<file path="config.mk">
export PLATFORM = sky130hd
export DESIGN_NAME = uart_rx
export DESIGN_NICKNAME = d
export VERILOG_FILES = /design/src/rtl/uart_rx.sv
export SDC_FILE = /design/constraint.sdc
export NUM_CORES = 1
export LEC_CHECK = 0
export CORE_UTILIZATION = 40
export CTS_BUF_LIST = sky130_fd_sc_hd__clkbuf_2 sky130_fd_sc_hd__clkbuf_4 sky130_fd_sc_hd__clkbuf_8
export DETAILED_ROUTE_END_ITERATION = 6
export DONT_BUFFER_PORTS = 1
export PLACE_DENSITY = 0.55
export SYNTH_ARGS = -nofsm -noshare
export SYNTH_HDL_FRONTEND = slang
export SYNTH_SLANG_ARGS = --single-unit
</file>
<file path="constraint.sdc">
create_clock -name clk -period 5.6 [get_ports clk]
set_input_delay 0.84 -clock clk [delete_from_list [all_inputs] [get_ports clk]]
set_output_delay 0.84 -clock clk [all_outputs]
set_load 0.02 [all_outputs]
</file>
<file path="src/rtl/uart_rx.sv">
// uart_rx: 8N1 serial receiver, mid-bit sampling, one-cycle byte strobe.
// Define UART_RX_MAJORITY_EN for a 2-of-3 majority vote at each sample point.
module uart_rx #(
  parameter int CLK_PER_BIT = 5208
) (
  input  logic       clk,
  input  logic       rst_n,
  input  logic       rx,
  output logic [7:0] data_out,
  output logic       data_valid,
  output logic       frame_err,
  output logic       busy
);

  localparam int HALF = CLK_PER_BIT / 2;
  localparam logic [12:0] HALF_M1 = 13'(HALF - 1);
  localparam logic [12:0] FULL_M1 = 13'(CLK_PER_BIT - 1);

  typedef enum logic [2:0] {
    IDLE,
    START,
    DATA,
    STOP,
    WAIT_IDLE
  } state_t;

  state_t      state;
  logic        rx_m;
  logic        rx_s;
  logic [12:0] clk_count;
  logic [2:0]  bit_index;
  logic [7:0]  shift;
  logic        sample;

  // two-flop synchronizer, idle-high after reset
  always_ff @(posedge clk or negedge rst_n) begin
    if (!rst_n) begin
      rx_m <= 1'b1;
      rx_s <= 1'b1;
    end else begin
      rx_m <= rx;
      rx_s <= rx_m;
    end
  end

`ifdef UART_RX_MAJORITY_EN
  logic [1:0] hist;

  // last two synchronized values for the 2-of-3 vote
  always_ff @(posedge clk or negedge rst_n) begin
    if (!rst_n) begin
      hist <= 2'b11;
    end else begin
      hist <= {hist[0], rx_s};
    end
  end

  assign sample = (hist[1] & hist[0]) |
                  (hist[1] & rx_s) |
                  (hist[0] & rx_s);
`else
  assign sample = rx_s;
`endif

  // frame FSM with registered byte and strobes
  always_ff @(posedge clk or negedge rst_n) begin
    if (!rst_n) begin
      state      <= IDLE;
      clk_count  <= '0;
      bit_index  <= '0;
      shift      <= '0;
      data_out   <= '0;
      data_valid <= 1'b0;
      frame_err  <= 1'b0;
    end else begin
      data_valid <= 1'b0;
      frame_err  <= 1'b0;
      unique case (state)
        IDLE: begin
          if (!rx_s) begin
            state     <= START;
            clk_count <= '0;
          end
        end
        START: begin
          if (clk_count == HALF_M1) begin
            clk_count <= '0;
            if (!sample) begin
              state     <= DATA;
              bit_index <= '0;
            end else begin
              state <= IDLE;
            end
          end else begin
            clk_count <= clk_count + 13'd1;
          end
        end
        DATA: begin
          if (clk_count == FULL_M1) begin
            clk_count <= '0;
            shift     <= {sample, shift[7:1]};
            if (bit_index == 3'd7) begin
              state <= STOP;
            end else begin
              bit_index <= bit_index + 3'd1;
            end
          end else begin
            clk_count <= clk_count + 13'd1;
          end
        end
        STOP: begin
          if (clk_count == FULL_M1) begin
            clk_count <= '0;
            if (sample) begin
              data_out   <= shift;
              data_valid <= 1'b1;
              state      <= IDLE;
            end else begin
              frame_err <= 1'b1;
              state     <= WAIT_IDLE;
            end
          end else begin
            clk_count <= clk_count + 13'd1;
          end
        end
        WAIT_IDLE: begin
          if (rx_s) begin
            state <= IDLE;
          end
        end
        default: begin
          state <= IDLE;
        end
      endcase
    end
  end

  assign busy = (state != IDLE);

endmodule

</file>
== Yosys cells after proc, flatten, opt, wreduce, memory -nomap -nowiden ==
Index checks and enable logic that the tools add are counted.

* $add $sub $neg: 2
* $mul: 0
* Divide/modulo/power cells: 0
* Magnitude comparators: 0
* Equal/unequal tests: 15
* Shift-type cells: 0
* Multiplexer cells: 24
* Bitwise gates (word level): 0
* Reduce and logical (&&, ||, !) cells: 10

{| class="wikitable"
|+ Operators with widths
! cell !! count
|-
| 13-bit two-way mux || 3
|-
| 13-bit case mux with 3 select lines || 1
|-
| 3-bit two-way mux || 11
|-
| 2-bit inequality test, second input constant || 8
|-
| 3-bit case mux with 5 select lines || 1
|-
| 13-bit by 1-bit adder with 13-bit output, second input constant || 1
|-
| 13-bit by 12-bit equality test with 1-bit output, second input constant || 1
|-
| 13-bit equality test, second input constant || 1
|-
| 3-bit by 2-bit equality test with 1-bit output, second input constant || 2
|-
| 3-bit equality test, second input constant || 2
|-
| 1-bit two-way mux || 6
|-
| 3-bit case mux with 2 select lines || 1
|-
| 6-bit AND reduction || 1
|-
| 3-bit nonzero test || 2
|-
| 5-bit AND reduction || 1
|-
| 2-bit AND reduction || 2
|-
| 3-bit by 1-bit adder with 3-bit output, second input constant || 1
|-
| 3-bit by 1-bit equality test with 1-bit output, second input constant || 1
|-
| 3-bit logical NOT || 1
|-
| 3-bit AND reduction || 1
|-
| 2-bit two-way mux || 1
|-
| 2-bit nonzero test || 1
|-
| 2-bit OR reduction || 1
|}

* Register bits after elaboration: 39
* Bits in latches: 0
* Memory bits (writable): 0
* ROM bits: 0
* Input port bits: 3
* Output and inout bits: 11
* Word-level logic and storage cells: 60
* Memories kept: 0

== Depth between registers and ports, before layout ==
Gate-level depths: netlist of the first run.

* Word-level depth: 4
* Depth in mapped cells: 7
* Depth with buffers taken out: 6

== Least setup slack after synthesis of the first run ==
No wires, ideal clock.

* Kind: flip-flop to flip-flop
* From: register clk_count[0]
* To: register bit_index[1]
* Setup time: 121 ps
* Arrival time: 1,712 ps
* Required time: 5,479 ps
* Path slack: 3,767 ps
* Stages on the path, launching flop included: 7
* Path buffers: 0
* Period minus slack after synthesis: 1,833 ps
* Cells stage by stage: dfrtp_1 ha_1 nor3b_4 nand4_2 or3_4 o2bb2ai_2 a22o_1

* Longest elaborated chain between the ends: 3
* Elaborated cells between the ends (all ways): 5
* Those cells by class: 4 x eq/ne; 1 x reduce/logical

{| class="wikitable"
|+ Ends and longest elaborated chain
! what !! line !! text
|-
| start: declaration || 30 || <nowiki>logic [12:0] clk_count;</nowiki>
|-
| start signal: assignment || 95 || <nowiki>clk_count <= clk_count + 13'd1;</nowiki>
|-
| start signal: assignment || 108 || <nowiki>clk_count <= clk_count + 13'd1;</nowiki>
|-
| start signal: assignment || 123 || <nowiki>clk_count <= clk_count + 13'd1;</nowiki>
|-
| 13-bit equality test / 13-bit by 12-bit equality test with 1-bit output (equally long branches) || 99, 86 ||
|-
| 2-bit inequality test (no source line) || - ||
|-
| 5-bit AND reduction (no source line) (*) || - ||
|-
| end signal: assignment || 105 || <nowiki>bit_index <= bit_index + 3'd1;</nowiki>
|-
| end: declaration || 31 || <nowiki>logic [2:0] bit_index;</nowiki>
|}

Every way passes the cells marked *; elsewhere a longest branch is shown, timed or not.
A chain may end at the register's enable or synchronous reset.

== Worst setup path after layout of the first run ==
* From: register state[0]
* To: output busy

* Longest elaborated chain between the ends: 1

{| class="wikitable"
|+ Ends and longest elaborated chain
! what !! line !! text
|-
| start: declaration || 27 || <nowiki>state_t state;</nowiki>
|-
| start signal: assignment || 68 || <nowiki>state <= IDLE;</nowiki>
|-
| start signal: assignment || 81 || <nowiki>state <= START;</nowiki>
|-
| start signal: assignment || 89 || <nowiki>state <= DATA;</nowiki>
|-
| 3-bit nonzero test || 138 || <nowiki>assign busy = (state != IDLE);</nowiki>
|-
| end: declaration || 12 || <nowiki>output logic busy</nowiki>
|}

No other way between the ends.

==> impl_metrics.yaml, run 1 <==
clock_tree:
  clk_latency_ns: 0.29
  path_clk_slew_ns: 0.08
  clockBufferDepth: 2
  postCtsSetupRepairBufs: 0
  postCtsHoldBufs: 0
  cts_tree: "yes"
  cts_buffers: 5
  h-tree-depth: 2
  cts.sinks: 39
  root_buffer: "clkbuf_8"
  cts_resized: 0
detailed_routing:
  topRoutingLayerUsed: "met4"
  first_pass_iters: 6
  drt-total-wl_um: 3502
  vias: 1285
  met2_length_um: 1576
  wl_per_cell_um: 15.50
  ant_nets: 0
  wl_met1_um: 1768
  remaining_drc_errors: 0
  met3_length_um: 99
  vias_per_cell: 5.686
  drt-initial-drc-count: 54
floorplanning:
  die_x_um: 71.07
  dieArea_um2: 5050
  fp.coreArea_um2: 4474
  initial_utilization_pct: 42.65
  io_pins: 14
  fp.dieH_um: 71.07
  core.rowCount: 24
sta:
  slew_headroom_pct: 55.55
  finalCritPeriodShare_pct: 39.37
  clock_skew_ns: 0.005005
  hold_viol: 0
  maxSlewViolCount: 0
  finalCriticalPeriod_ns: 2.205
  worstMarginPinSlew_ns: 0.6667
  layout_setup_ws_ns: 3.395
  rsz0062_at_grt: "false"
  clock.fmax_mhz: 453.6
  finalSetupTns_ns: 0
  setup_viol: 0
yosys:
  synth.most_common_cell: "dfrtp_1"
  synth_edf_count: 0
  syn_inst: 170
  yosys-top-cells-area: "dfrtp_1, mux2_2, mux2_1"
  yosys.cell_types.count: 47
  async_reset_ff_share_pct: 100.0
  syn_area_per_cell_um2: 11.22
  yosys_most_used_dff: "dfrtp_1"
  syn_area_um2: 1908
  yosys_warnings: 0
  synthesis.nets: 176
  synth_top_area_share_pct: 48.52
  synth_common_cells: "dfrtp_1, nand2_1, a21oi_1, mux2_2"
  yosys.area.top_type: "dfrtp_1"
  synth-seq-cells: 39
  yosysSeqAreaShare_pct: 51.28
flow_run:
  max_cap_violations: 0
global_route:
  first_global_vias: 1273
  antenna_found_initial: 0
  grt_start_max_net_pins: 40
  grt_usage_pct: 15.86
  grt_pass1_wl_um: 6127
  overflow: 0
placement:
  place_area_um2: 1948
  portBuffers: 0
  dp_hpwl_um: 2444
  place_ws_ns: 3.516
  gp_congestion: 0.7468
  dp.cells: 218
cells_and_area:
  final_area_um2: 2062
  finalNetCount: 179
  drive_above_1_share_pct: 20.11
  diodes: 0
  syn_to_final_growth_pct: 8.066
  instances_no_fill: 226
run_status:
  status: "finished, final reports clean"
critical_path:
  slowest_delay_ns: 0.49
  cp_num_buf_inv: 1
  cp-end-kind: "output pin"
  worst-setup-path-type: "flip-flop to output pin"
  slowest_stage: "dfrtp_1"
  arrival_ns: 1.36
  cp_max_fo: 11
  critPathRequiredTime_ns: 4.76
  startpoint_type: "flip-flop"
  critPathTopFamily: "flip-flops"
  crit_chain: "nor3_1 -> inv_1"
power_and_ir_drop:
  ir_drop_mv: 0.1698
  netSwitchingPower_uw: 97.11
  power_uw: 517.9
  cellLeakagePower_uw: 0.0009841
  p_per_area_nw_per_um2: 251.1
  pwr-share-seq_pct: 54.8
  p_int_uw: 420.7
  power_frac_clock_pct: 45.1
  comb_power_share_pct: 0.1
  p_sw_share_pct: 18.75
hold_path:
  hold_path.class: "input pin to asynchronous set/reset pin"
registers in the layout, indices dropped and copies added (netlist names):
register    cells
bit_index       3
clk_count      13
data_out        8
state           3
rx_m            1
shift           8
rx_s            1
frame_err       1
data_valid      1
path summary, 6_finish.rpt:
check                        startpoint            to  slack (ns)  depth (start not counted)
max                            state[0]          busy        3.40                          2
min                               rst_n   data_out[6]        0.24                          0
max reg2reg                clk_count[0]  clk_count[8]        3.50                          6
min reg2reg                        rx_m          rx_s        0.36                          0
max in group asynchronous         rst_n          rx_m        5.19                          0
min in group clk                   rx_m          rx_s        0.36                          0
power by group through the flow:
stage,sequential [µW],clock [µW],combinational [µW]
after floorplan,288,0,1.10
after global placement,289,0,0.382
after detailed placement,289,0,0.364
after CTS,284,240,0.373
after global routing,284,252,0.428
final,284,234,0.381
routing by layer:
metal	GRT usage, %	vias to the layer above
met2	23.50	20
met1	22.21	623
met5	0	-
met4	6.889	0
met3	3.846	8
li1	-	634
layout make-up:
class / instances / area (µm²)
Clock inverter: 2 / 37.54
Inverter: 6 / 22.52
Sequential cell: 39 / 978.4
Clock buffer: 6 / 76.32
Tap cell: 52 / 65.06
Multi-Input combinational cell: 121 / 882.1
Fill cell: 420 / 2412
through the flow:
stage | utilization, % | hold WS, ns
6_report | 46.09 | 0.2375
5_1_grt | 46.09 | 0.2167
4_1_cts | 46.09 | 0.2278
3_5_place_dp | 43.54 | 0.3487
3_3_place_gp | 43.54 | 0.3495
2_1_floorplan | - | 0.3452
layout by cell type, fill, tap and decap left out, types with 2 or more instances in the layout:
cell type	Yosys	routed
clkbuf_8	0	5
mux2_2	10	10
nand3_1	8	8
a21oi_1	10	10
a22o_1	4	4
nand2_1	15	15
inv_1	6	6
dfstp_2	2	2
o21ai_0	6	6
nand4_2	2	2
o21ai_1	3	3
ha_1	3	3
nand4_1	2	2
or2_2	2	2
nor2_1	8	8
nor3_1	5	5
a31oi_1	3	3
dfrtp_1	37	37
and3b_1	2	2
or3_1	4	4
mux2_1	6	6
a21o_1	4	4
nor4_1	2	2
kinds of logic after synthesis:
group	count (synthesis)	share of synthesized area (%)
AO/OA/AOI/OAI	37	13.44
adder cells (fa/ha/maj)	3	1.967
buffers and inverters	10	2.492
flip-flops	39	51.28
multiplexers	16	9.442
AND/OR/NAND/NOR	65	21.38
Note: power is estimated with default switching activity, not from simulation.
==> run 2: changes to the inputs <==
Settings changed: PLACE_DENSITY 0.55 to 0.57.
Clock period 5.6 ns to 1.9 ns, I/O delays scaled along.
==> run 2 against run 1 <==
  * The flow now finishes with violations (design-rule violations)
  * Clock-buffer cell count decreased by 1
  * Non-clock buffer count is 18 higher
  * Die area stayed put
  * First-iteration DRC count decreased by 33%
  * Setup slack got worse by 3.3 ns
  * Final area is 9.8% higher
  * Sequential share of layout area fell by 4.2 points
  * Routed wire length grew 0.46%
  * Clock power increased to 2.9 times the previous value
  * Global-route usage increased by 0.15 points
  * Critical path depth is 6 higher
  * Highest routed layer unchanged
==> impl_metrics.yaml, run 2 (same netlist as run 1, synthesis figures left out) <==
sta:
  finalCritPeriodShare_pct: 97.11
  finalCriticalPeriod_ns: 1.845
  setup_viol: 0
  clock.fmax_mhz: 542.0
  slew_headroom_pct: 72.26
  layout_setup_ws_ns: 0.05495
  worstMarginPinSlew_ns: 0.4161
  hold_viol: 0
  finalSetupTns_ns: 0
  clock_skew_ns: 0.003621
  maxSlewViolCount: 0
critical_path:
  arrival_ns: 2.02
  startpoint_type: "flip-flop"
  cp_max_fo: 10
  critPathRequiredTime_ns: 2.08
  worst-setup-path-type: "flip-flop to flip-flop"
  cp-end-kind: "flip-flop"
clock_tree:
  cts_tree: "yes"
  h-tree-depth: 2
  path_clk_slew_ns: 0.08
  clockBufferDepth: 2
  clk_latency_ns: 0.29
  root_buffer: "clkbuf_8"
  cts.sinks: 39
  cts_buffers: 5
global_route:
  antenna_found_initial: 0
  grt_pass1_wl_um: 6141
  grt_start_max_net_pins: 40
  grt_usage_pct: 16.01
  overflow: 0
  first_global_vias: 1322
floorplanning:
  core.rowCount: 24
  dieArea_um2: 5050
  fp.coreArea_um2: 4474
  fp.dieH_um: 71.07
  die_x_um: 71.07
  io_pins: 14
  initial_utilization_pct: 42.65
detailed_routing:
  first_pass_iters: 6
  remaining_drc_errors: 1
  vias_per_cell: 5.525
  drt-initial-drc-count: 36
  ant_nets: 0
  wl_per_cell_um: 14.42
  vias: 1348
  drt-total-wl_um: 3518
cells_and_area:
  fillerInstances: 415
  final_cell_mix: "dfrtp_1, nand2_1, buf_4"
  syn_to_final_growth_pct: 18.62
  top_regs: "clk_count (13), data_out (8), shift (8)"
  final_common_cell: "dfrtp_1"
  regMostFlops: "clk_count"
  diodes: 0
  largest_reg_flops: 13
  drive_above_1_share_pct: 28.13
  finalNetCount: 197
hold_path:
  hold_path.class: "flip-flop to flip-flop"
power_and_ir_drop:
  p_per_area_nw_per_um2: 680.5
  ir_drop_mv: 0.4234
  cellLeakagePower_uw: 0.001095
run_status:
  violations: "design-rule violations"
  status: "complete, but fails checks"
flow_run:
  max_cap_violations: 0
placement:
  place_ws_ns: 0.06220
  dp_hpwl_um: 2516
  gp_congestion: 0.8014
  portBuffers: 0
[run 2: critical path, stage by stage, from the launching register on]
cell and delay, ns:
dfrtp_1 0.35, ha_2 0.18, nor3b_4 0.22, buf_6 0.14, nand4_4 0.14, a32oi_2 0.22
buf_6 0.16, o21ai_1 0.08, a22o_1 0.25
[run 2: metrics by stage]
| stage | util (%) | power (µW) | area [µm²] | hold slack (ns) | cells |
|---|---|---|---|---|---|
| finish | 50.59 | 1540 | 2263 | 0.3582 | 244 |
| global route | 50.59 | 1612 | 2263 | 0.3662 | 244 |
| CTS | 49.13 | 1565 | 2198 | 0.3589 | 242 |
| detailed placement | 45.72 | 853.9 | 2046 | -0.009801 | 231 |
| global placement | 45.72 | 854.0 | 2046 | -0.009853 | 231 |
| floorplan | - | 853.3 | 1908 | -0.01059 | 170 |
[run 2: worst paths after layout]
path | endpoint | cells past startpoint | from | slack (ns)
max | clk_count[8] | 8 | clk_count[0] | 0.05
min | rx_s | 0 | rx_m | 0.36
max reg2reg | clk_count[8] | 8 | clk_count[0] | 0.05
min reg2reg | rx_s | 0 | rx_m | 0.36
max in group asynchronous | rx_m | 2 | rst_n | 1.18
min in group asynchronous | data_out[2] | 2 | rst_n | 0.46
[run 2: repair_timing]
action | CTS | global route
endpoints found under the setup margin | 0 | 25
hold endpoints to repair | 40 | 0
buffers inserted | 0 | 2
gates resized for setup | 0 | 8
hold buffers | 3 | 0
[run 2: report_power, final]
group	switching (µW)	internal [µW]	total, µW
combinational	16.9	7.58	24.5
sequential	2.85	833	836
clock	289	391	680
[run 2: metal layers]
metal	vias to the layer above	share of wire (%)	global-route usage (%)
li1	666	-	-
met1	656	48	20.33
met2	22	48	25.96
met3	4	3.2	4.701
met4	0	0.99	6.000
met5	-	0	0
[run 2: cell type report]
cell class | count | area [µm²] | share of cell area (%)
inverters | 6 | 22.52 | 0.9950
well taps | 52 | 65.06 | 2.875
flip-flops and latches | 39 | 978.4 | 43.23
repair buffers | 18 | 160.2 | 7.076
clock buffers | 5 | 68.82 | 3.040
clock inverters | 3 | 43.79 | 1.935
multi-input cells | 121 | 924.6 | 40.85
==> run 3: changes to the inputs <==
Settings changed: CORE_UTILIZATION 40 to 25, GPL_ROUTABILITY_DRIVEN set to 0, PLACE_DENSITY 0.57 to 0.41.
==> run 3 against run 2 <==
  * The run now ends clean
  * Critical path depth down 2
  * Clock power down 14%
  * Register-to-register slack worse by 0.02 ns
  * Global-route usage down 4.4 points
  * Worst hold slack improved by 0.0032 ns
  * Setup slack worse by 0.022 ns
  * Combinational power increased by 2%
  * Maximum frequency is 1.2% lower
  * Clock skew grew 0.0029 ns
==> impl_metrics.yaml, run 3 (same netlist as run 1, synthesis figures left out) <==
power_and_ir_drop:
  pwr-share-seq_pct: 57.8
  p_per_area_nw_per_um2: 633.9
  p_int_uw: 1103
  comb_power_share_pct: 1.7
  ir_drop_mv: 0.3272
  cellLeakagePower_uw: 0.001080
  power_frac_clock_pct: 40.5
  p_sw_share_pct: 23.74
  netSwitchingPower_uw: 343.5
sta:
  slew_headroom_pct: 70.50
  clock.fmax_mhz: 535.6
  layout_setup_ws_ns: 0.03292
  rsz0062_at_grt: "true"
  setup_viol: 0
  worstMarginPinSlew_ns: 0.4392
  clock_skew_ns: 0.006495
  finalCritPeriodShare_pct: 98.27
  maxSlewViolCount: 0
  finalCriticalPeriod_ns: 1.867
  hold_viol: 0
  finalSetupTns_ns: 0
clock_tree:
  root_buffer: "clkbuf_8"
  cts.sinks: 39
  clockBufferDepth: 2
  cts_buffers: 5
  cts_tree: "yes"
  h-tree-depth: 2
  clk_latency_ns: 0.30
  path_clk_slew_ns: 0.08
hold_path:
  hold_path.class: "flip-flop to flip-flop"
  min_delay_path_depth: 0
cells_and_area:
  regMostFlops: "clk_count"
  largest_reg_flops: 13
  syn_to_final_growth_pct: 19.61
  finalNetCount: 199
  diodes: 0
  top_regs: "clk_count (13), data_out (8), shift (8)"
  final_cell_mix: "dfrtp_1, buf_4, nand2_1"
  final_common_cell: "dfrtp_1"
  fillerInstances: 753
  drive_above_1_share_pct: 27.84
global_route:
  grt_usage_pct: 11.60
  antenna_found_initial: 0
  first_global_vias: 1415
  grt_start_max_net_pins: 40
  grt_pass1_wl_um: 6796
  overflow: 0
critical_path:
  startpoint_type: "flip-flop"
  arrival_ns: 2.05
  worst_r2r_path_depth: 6
  critPathRequiredTime_ns: 2.08
  worst-setup-path-type: "flip-flop to flip-flop"
  cp_max_fo: 5
  cp-end-kind: "flip-flop"
detailed_routing:
  drt-initial-drc-count: 27
  vias: 1403
  first_pass_iters: 4
  drt-total-wl_um: 4012
  ant_nets: 0
  remaining_drc_errors: 0
  wl_per_cell_um: 13.69
  vias_per_cell: 4.788
floorplanning:
  dieArea_um2: 7986
  die_x_um: 89.37
  initial_utilization_pct: 26.03
  io_pins: 14
  fp.dieH_um: 89.37
  fp.coreArea_um2: 7331
  core.rowCount: 31
placement:
  dp_hpwl_um: 2768
  place_ws_ns: -0.003948
  portBuffers: 0
flow_run:
  max_cap_violations: 0
run_status:
  status: "finished, final reports clean"
[run 3: cell types whose count changed in the layout (fill, tap and decap cells not counted), sizes merged]
cell      change
inv           +1
bufinv        -1
clkinv        -2
buf           +2
clkinvlp      +2
[run 3: path summary, 6_finish.rpt]
path / startpoint / endpoint / slack, ns
max: clk_count[1] / bit_index[2] / 0.03
min in group asynchronous: rst_n / data_out[2] / 0.46
min reg2reg: rx_m / rx_s / 0.36
max reg2reg: clk_count[1] / bit_index[2] / 0.03
min: rx_m / rx_s / 0.36
max in group asynchronous: rst_n / rx_s / 1.18
[run 3: power by group through the flow]
| stage | logic [µW] | registers (µW) | clock network [µW] |
|---|---|---|---|
| 6_report | 25.0 | 836 | 586 |
| 5_1_grt | 29.6 | 837 | 646 |
| 4_1_cts | 26.9 | 836 | 611 |
| 3_5_place_dp | 1.16 | 853 | 0 |
| 3_3_place_gp | 1.18 | 853 | 0 |
| 2_1_floorplan | 3.24 | 850 | 0 |
[run 3: layer usage]
| metal | up-vias | GRT usage (%) | wire, µm |
|---|---|---|---|
| met5 | - | 0 | 0 |
| met4 | 0 | 5.339 | 60 |
| met3 | 6 | 2.862 | 143 |
| met2 | 32 | 19.92 | 1960 |
| met1 | 687 | 13.66 | 1847 |
| li1 | 678 | - | - |
[run 3: worst max-delay path: stages (launching register included)]
cell	delay, ns
dfrtp_1	0.37
ha_1	0.17
nor3b_4	0.25
nand4_2	0.16
or3_4	0.43
o2bb2ai_2	0.15
a22o_1	0.23
[run 3: through the flow]
step	area [µm²]	hold WS [ns]	std cells	total power, µW	util, %
floorplan	1908	-0.01059	170	853.3	-
detailed placement	2120	-0.009643	280	854.0	28.91
CTS	2262	0.3644	292	1474	30.86
global placement	2120	-0.009628	280	854.0	28.91
finish	2282	0.3613	293	1447	31.13
global route	2282	0.3680	293	1513	31.13
[run 3: cell type report]
cell class,instances,area [µm²],area share [%]
Multi-Input combinational cell,121,884.6,38.76
Clock inverter,3,23.77,1.042
Timing Repair Buffer,20,180.2,7.895
Sequential cell,39,978.4,42.87
Clock buffer,5,68.82,3.015
Tap cell,99,123.9,5.428
Inverter,6,22.52,0.9868
[run 3: repair_timing]
| item | 4_1_cts | 5_1_grt |
|---|---|---|
| hold endpoints to repair | 40 | 0 |
| endpoints found under the setup margin | 5 | 27 |
| setup buffers | 1 | 1 |
| gates resized for setup | 1 | 0 |
| pin swaps | 1 | 2 |
| hold buffers | 3 | 0 |
==> RTL edit 1: new RTL, flow settings as in run 3 <==
The parameter `CLK_PER_BIT` goes from 5208 to 4096.
--- a/src/rtl/uart_rx.sv
+++ b/src/rtl/uart_rx.sv
@@ -1,7 +1,7 @@
 // uart_rx: 8N1 serial receiver, mid-bit sampling, one-cycle byte strobe.
 // Define UART_RX_MAJORITY_EN for a 2-of-3 majority vote at each sample point.
 module uart_rx #(
-  parameter int CLK_PER_BIT = 5208
+  parameter int CLK_PER_BIT = 4096
 ) (
   input  logic       clk,
   input  logic       rst_n,
Function: no difference found for any inputs over 10 cycles, from zero or initial values and one cycle with rst_n low; that may be too few to reach the edited logic, so the function may still have changed.
==> RTL edit 1 against run 3 <==
  * Utilization decreased by 0.89 points
  * Hold slack got worse by 14 ps
  * Clock power increased by 19%
  * Critical path depth decreased by 1
  * Total power increased by 7.9%
  * Maximum frequency increased by 6.4%
  * Worst setup slack improved by 110 ps
  * Design area increased by 3.5%
  * Routed wire length increased by 8.9%
  * Sequential cell count unchanged
  * Combinational power increased by 13%
  * Area after synthesis increased by 7.2%
  * Largest cell class unchanged
  * Largest power group unchanged
==> RTL edit 1: results (changes against run 3) <==
- The flow ran to the end, and the final reports show no timing, DRC or antenna violations.
- The commonest cells after synthesis are nand2_1 (44), dfrtp_1 (37), mux2_4 (8).
- The worst clock skew is 8.750 ps (+2.255 ps).
- The via count came to 1481 (+5.6%).
- The setup slack of the most critical reg-to-reg path is 150 ps (+110 ps).
- The maximum fanout along the worst path came to 9 (+4).
- The total number of nets in the final design came to 217 (+9.0%).
- By area the synthesized netlist is led by dfrtp_1 (45%), nand2_1 (8.1%), mux2_4 (5.9%), dfstp_2 (2.6%), ha_1 (1.8%).
- The met1 track demand over resource in global routing is 15.31% (+1.7 points).
- The post-route worst hold slack is 347.8 ps (-13.53 ps).
- The all-layer global routing usage is 11.34% (-0.26 points).
- The leakage power of the design is 1.098 nW (+1.7%).
- The number of nets produced by synthesis is 203 (+15%).
- The global routing usage on met2 is 18.27% (-1.6 points).
- The slowest stage of the critical path belongs to the cell dfrtp_1.
- The worst flop-to-flop path startpoint is clk_count[0].
- The via count of the first global-routing pass was 1559 (+10%).
- The endpoint arrival time on the critical path was 1930 ps (-120 ps).
- The tightest slew margin relative to the limit is 69.71% (-0.78 points).
- The number of DRC markers after the initial detailed-route iteration is 78 (+190%).
- The critical register-to-register path endpoint is data_out[0].
- The fraction of the yosys area taken by sequential cells came to 47.83% (-3.4 points).
- The largest vdd supply drop is 0.0002184 V (-33%).
- The post-CTS resize count is 0 (-1).
- The sum of net half-perimeters after detailed placement was 3101 microns (+12%).
## RTL edit 1: area by class of cell
cell class	instances	area, sq um
multi-input cells	143	967.2
clock inverters	3	43.79
clock buffers	5	68.82
fillers	817	5446
flip-flops and latches	39	978.4
inverters	2	7.507
well taps	102	127.6
repair buffers	20	167.7
## RTL edit 1: worst max-delay path by stage
stage / start / to / slack (ps) / cells past startpoint
floorplan: clk_count[0] / bit_index[1] / 300 / 6
global placement: clk_count[0] / data_out[0] / 120 / 5
detailed placement: clk_count[0] / data_out[5] / 100 / 5
CTS: clk_count[0] / data_out[0] / 90 / 5
global route: clk_count[0] / data_out[7] / 8 / 5
finish: clk_count[0] / data_out[0] / 150 / 5
## RTL edit 1: what timing repair did
| item | CTS | global route |
|---|---|---|
| endpoints found under the hold margin | 40 | 0 |
| hold buffers | 3 | 0 |
| setup buffers | 0 | 2 |
| setup endpoints to repair | 0 | 12 |
## RTL edit 1: worst register-to-register path, stage by stage (launching register included)
cell	delay (ps)
dfrtp_1	400
ha_1	230
and4_4	320
and2_4	200
nand3_4	160
mux2_4	340
## RTL edit 1: metrics by stage
| stage | instances | util, % | total power (W) | setup WS, ps | cell area [sq um] |
|---|---|---|---|---|---|
| 2_1_floorplan | 197 | - | 0.0008548 | 299.9 | 2046 |
| 3_3_place_gp | 301 | 28.09 | 0.0008573 | 118.8 | 2193 |
| 3_5_place_dp | 301 | 28.09 | 0.0008573 | 98.05 | 2193 |
| 4_1_cts | 312 | 30.05 | 0.001595 | 89.17 | 2346 |
| 5_1_grt | 314 | 30.24 | 0.001629 | 8.446 | 2361 |
| 6_report | 314 | 30.24 | 0.001561 | 145.6 | 2361 |
## RTL edit 1: cells by family (layout without fill, tap and decap cells)
kind of cell    Yosys count  after routing  share of synthesized area (%)
flops                    39             39                          47.83
xor+xnor                  1              1                         0.4282
buf+inv                  15             30                          4.893
fa+ha+maj                 3              3                          1.835
simple gates             89             89                          24.71
compound gates           41             41                          13.88
mux                       9              9                          6.422
## RTL edit 1: power breakdown
group | total [W] | leakage (nW) | internal (W) | switching, W
Combinational | 0.0000283 | 0.517 | 0.00000837 | 0.0000199
Clock | 0.000696 | 0.0581 | 0.000391 | 0.000305
Sequential | 0.000836 | 0.523 | 0.000833 | 0.00000322
Total | 0.00156 | 1.10 | 0.00123 | 0.000328
## RTL edit 1: layer usage
| metal | vias to the layer above | part of all wire [%] |
|---|---|---|
| met4 | 0 | 0 |
| met3 | 0 | 2.4 |
| met2 | 16 | 47 |
| met1 | 719 | 50 |
| li1 | 746 | - |
| met5 | - | 0 |
==> RTL edit 2: new RTL, config.mk and constraints of run 3 <==
Made on the original files. Re-encode `state_t` (5 states) as one-hot, 5 bits wide.
--- a/src/rtl/uart_rx.sv
+++ b/src/rtl/uart_rx.sv
@@ -16,12 +16,12 @@
   localparam logic [12:0] HALF_M1 = 13'(HALF - 1);
   localparam logic [12:0] FULL_M1 = 13'(CLK_PER_BIT - 1);
 
-  typedef enum logic [2:0] {
-    IDLE,
-    START,
-    DATA,
-    STOP,
-    WAIT_IDLE
+  typedef enum logic [4:0] {
+    IDLE      = 5'b00001,
+    START     = 5'b00010,
+    DATA      = 5'b00100,
+    STOP      = 5'b01000,
+    WAIT_IDLE = 5'b10000
   } state_t;
 
   state_t      state;
Behaviour: no difference found for any inputs over 10 cycles, from zero or initial values and one cycle with rst_n low; not proved beyond that.
==> RTL edit 2 against run 3 <==
  * Design area is 13% higher
  * Synthesized cell count is 6.5% higher
  * Routed wire length is 8.7% higher
  * Sequential cell count is 2 higher
  * Area after synthesis is 8.5% higher
  * Worst setup slack better by 23 ps
  * Via count is 5.9% higher
  * Critical endpoint is now clk_count[12]
Power is not compared: it rests on default switching activity, and its combinational part moved more than twofold at a synthesized area within 25%.
==> RTL edit 2: results (changes against run 3) <==
- The fraction of the yosys area taken by sequential cells came to 49.73% (-1.6 points).
- The post-place instance area is 2385 sq um (+13%).
- The worst slack at placement was -31.64 ps (-27.69 ps).
- The tightest slew margin relative to the limit is 79.23% (+8.7 points).
- The number of DRC markers after the initial detailed-route iteration is 89 (+230%).
- The via count of the first global-routing pass is 1625 (+15%).
- The largest individual stage delay along the critical path comes from the cell dfrtp_1.
- The maximum cell stage delay along the critical path is 370 ps (-60 ps).
- The fill cell instance count of the final layout is 776 (+3.1%).
- The setup slack of the most critical reg-to-reg path was 60 ps (+20 ps).
- The final worst-path cycle share is 97.06% (-1.2 points).
- In the post-synthesis netlist, the biggest area contributors are dfrtp_1 (46%), mux2_2 (8.7%), dfstp_2 (3.8%), nand2_1 (2.9%), a31oi_1 (2.7%).
- The maximum fanout along the worst path is 10 (+5).
- The number of cells in the design after placement is 301 (+7.5%).
- The all-layer global routing usage came to 11.26% (-0.34 points).
- The global-route wire length before repair is 7514 microns (+11%).
- The endpoint arrival time on the critical path came to 2010 ps (-40 ps).
- The class of the worst hold path is reg2reg.
- The wire length per cell after detailed routing is 13.98 microns (+2.1%).
- The critical register-to-register path endpoint is clk_count[12].
- The total number of nets in the final design came to 215 (+8.0%).
- The number of library cell types mapped by synthesis came to 53 (+13%).
- The post-route non-filler standard cell count came to 312 (+6.5%).
- The worst clock skew is 5.291 ps (-1.203 ps).
- The worst reg-to-reg path cell count is 7 (+1).
- The cell count after synthesis is 181 (+6.5%).
- Sorting the synthesized cells by how often they occur yields dfrtp_1 (38), mux2_2 (16), nand2_1 (16).
- The flow ran to the end, and the final reports show no timing, DRC or antenna violations.
- The via count is 1486 (+5.9%).
- The pin count of the biggest net entering global routing was 42 (+5.0%).
- The family with the most delay on the worst path is compound AO/OA/AOI/OAI gates.
- The buffers inserted during post-CTS setup optimization is 0 (-1).
RTL edit 2: cell types whose count changed after synthesis, sizes merged, moves of 4 or more:
cell   change
a31oi      +6
o21ai      -4
or3        -4
a21o       -4
buf        +5
and3       +6
RTL edit 2: timing repair:
item,CTS,global route
hold buffers,3,0
resized for setup,2,6
pin swaps,0,4
hold endpoints to repair,42,0
endpoints found under the setup margin,1,26
RTL edit 2: worst reg2reg max path, cell delays in order (launching register included):
cell	delay, ps
dfrtp_1	370
ha_2	180
nor3b_4	240
nand4_4	140
a32o_2	340
buf_4	180
a41oi_1	180
a31oi_1	80
RTL edit 2: cells by family after synthesis:
group / synth area share (%)
AOI/OAI and AO/OA: 13.35
xor gates and xnor gates: 0.8461
adders and majority gates: 1.813
buffers and inverters: 4.048
DFF: 49.73
muxes: 10.88
and+or+nand+nor: 19.34
RTL edit 2: power by group through the flow:
| stage | Combinational, W | Clock (W) | Sequential (W) |
|---|---|---|---|
| global placement | 0.000871 | 0 | 0.00105 |
| CTS | 0.000927 | 0.000753 | 0.00103 |
| detailed placement | 0.000887 | 0 | 0.00105 |
| finish | 0.000942 | 0.000722 | 0.00104 |
| floorplan | 0.000594 | 0 | 0.00104 |
| global route | 0.00104 | 0.000781 | 0.00104 |
RTL edit 2: how the worst max path moves through the flow:
stage / startpoint / end / cells past startpoint
after global placement: clk_count[1] / state[3] / 6
after detailed placement: clk_count[0] / state[3] / 6
after floorplan: clk_count[0] / bit_index[0] / 6
after global routing: clk_count[1] / clk_count[12] / 7
after CTS: clk_count[1] / state[3] / 7
final: clk_count[1] / clk_count[12] / 7
RTL edit 2: area by class of cell:
cell class / count / share of cell area [%]
multi-input combinational: 126 / 39.02
tap: 102 / 4.968
sequential: 41 / 40.09
inverter: 4 / 0.5845
clock buffer: 5 / 2.679
clock inverter: 3 / 1.802
timing repair buffer: 31 / 10.86
RTL edit 2: per-stage QoR:
stage                     hold slack, ps  utilization, %
after floorplan                   -10.59               -
after global placement            -8.927           30.23
after detailed placement          -8.067           30.23
after CTS                          362.2           32.31
after global routing               369.6           32.57
final                              360.0           32.57
RTL edit 2: routing by layer:
layer | vias to the layer above | GRT usage, % | part of all wire (%) | wire (microns)
li1 | 721 | - | - | -
met1 | 748 | 13.04 | 45 | 1963
met2 | 13 | 19.06 | 50 | 2200
met3 | 4 | 3.171 | 2.8 | 120
met4 | 0 | 5.513 | 1.7 | 76
met5 | - | 0 | 0 | 0
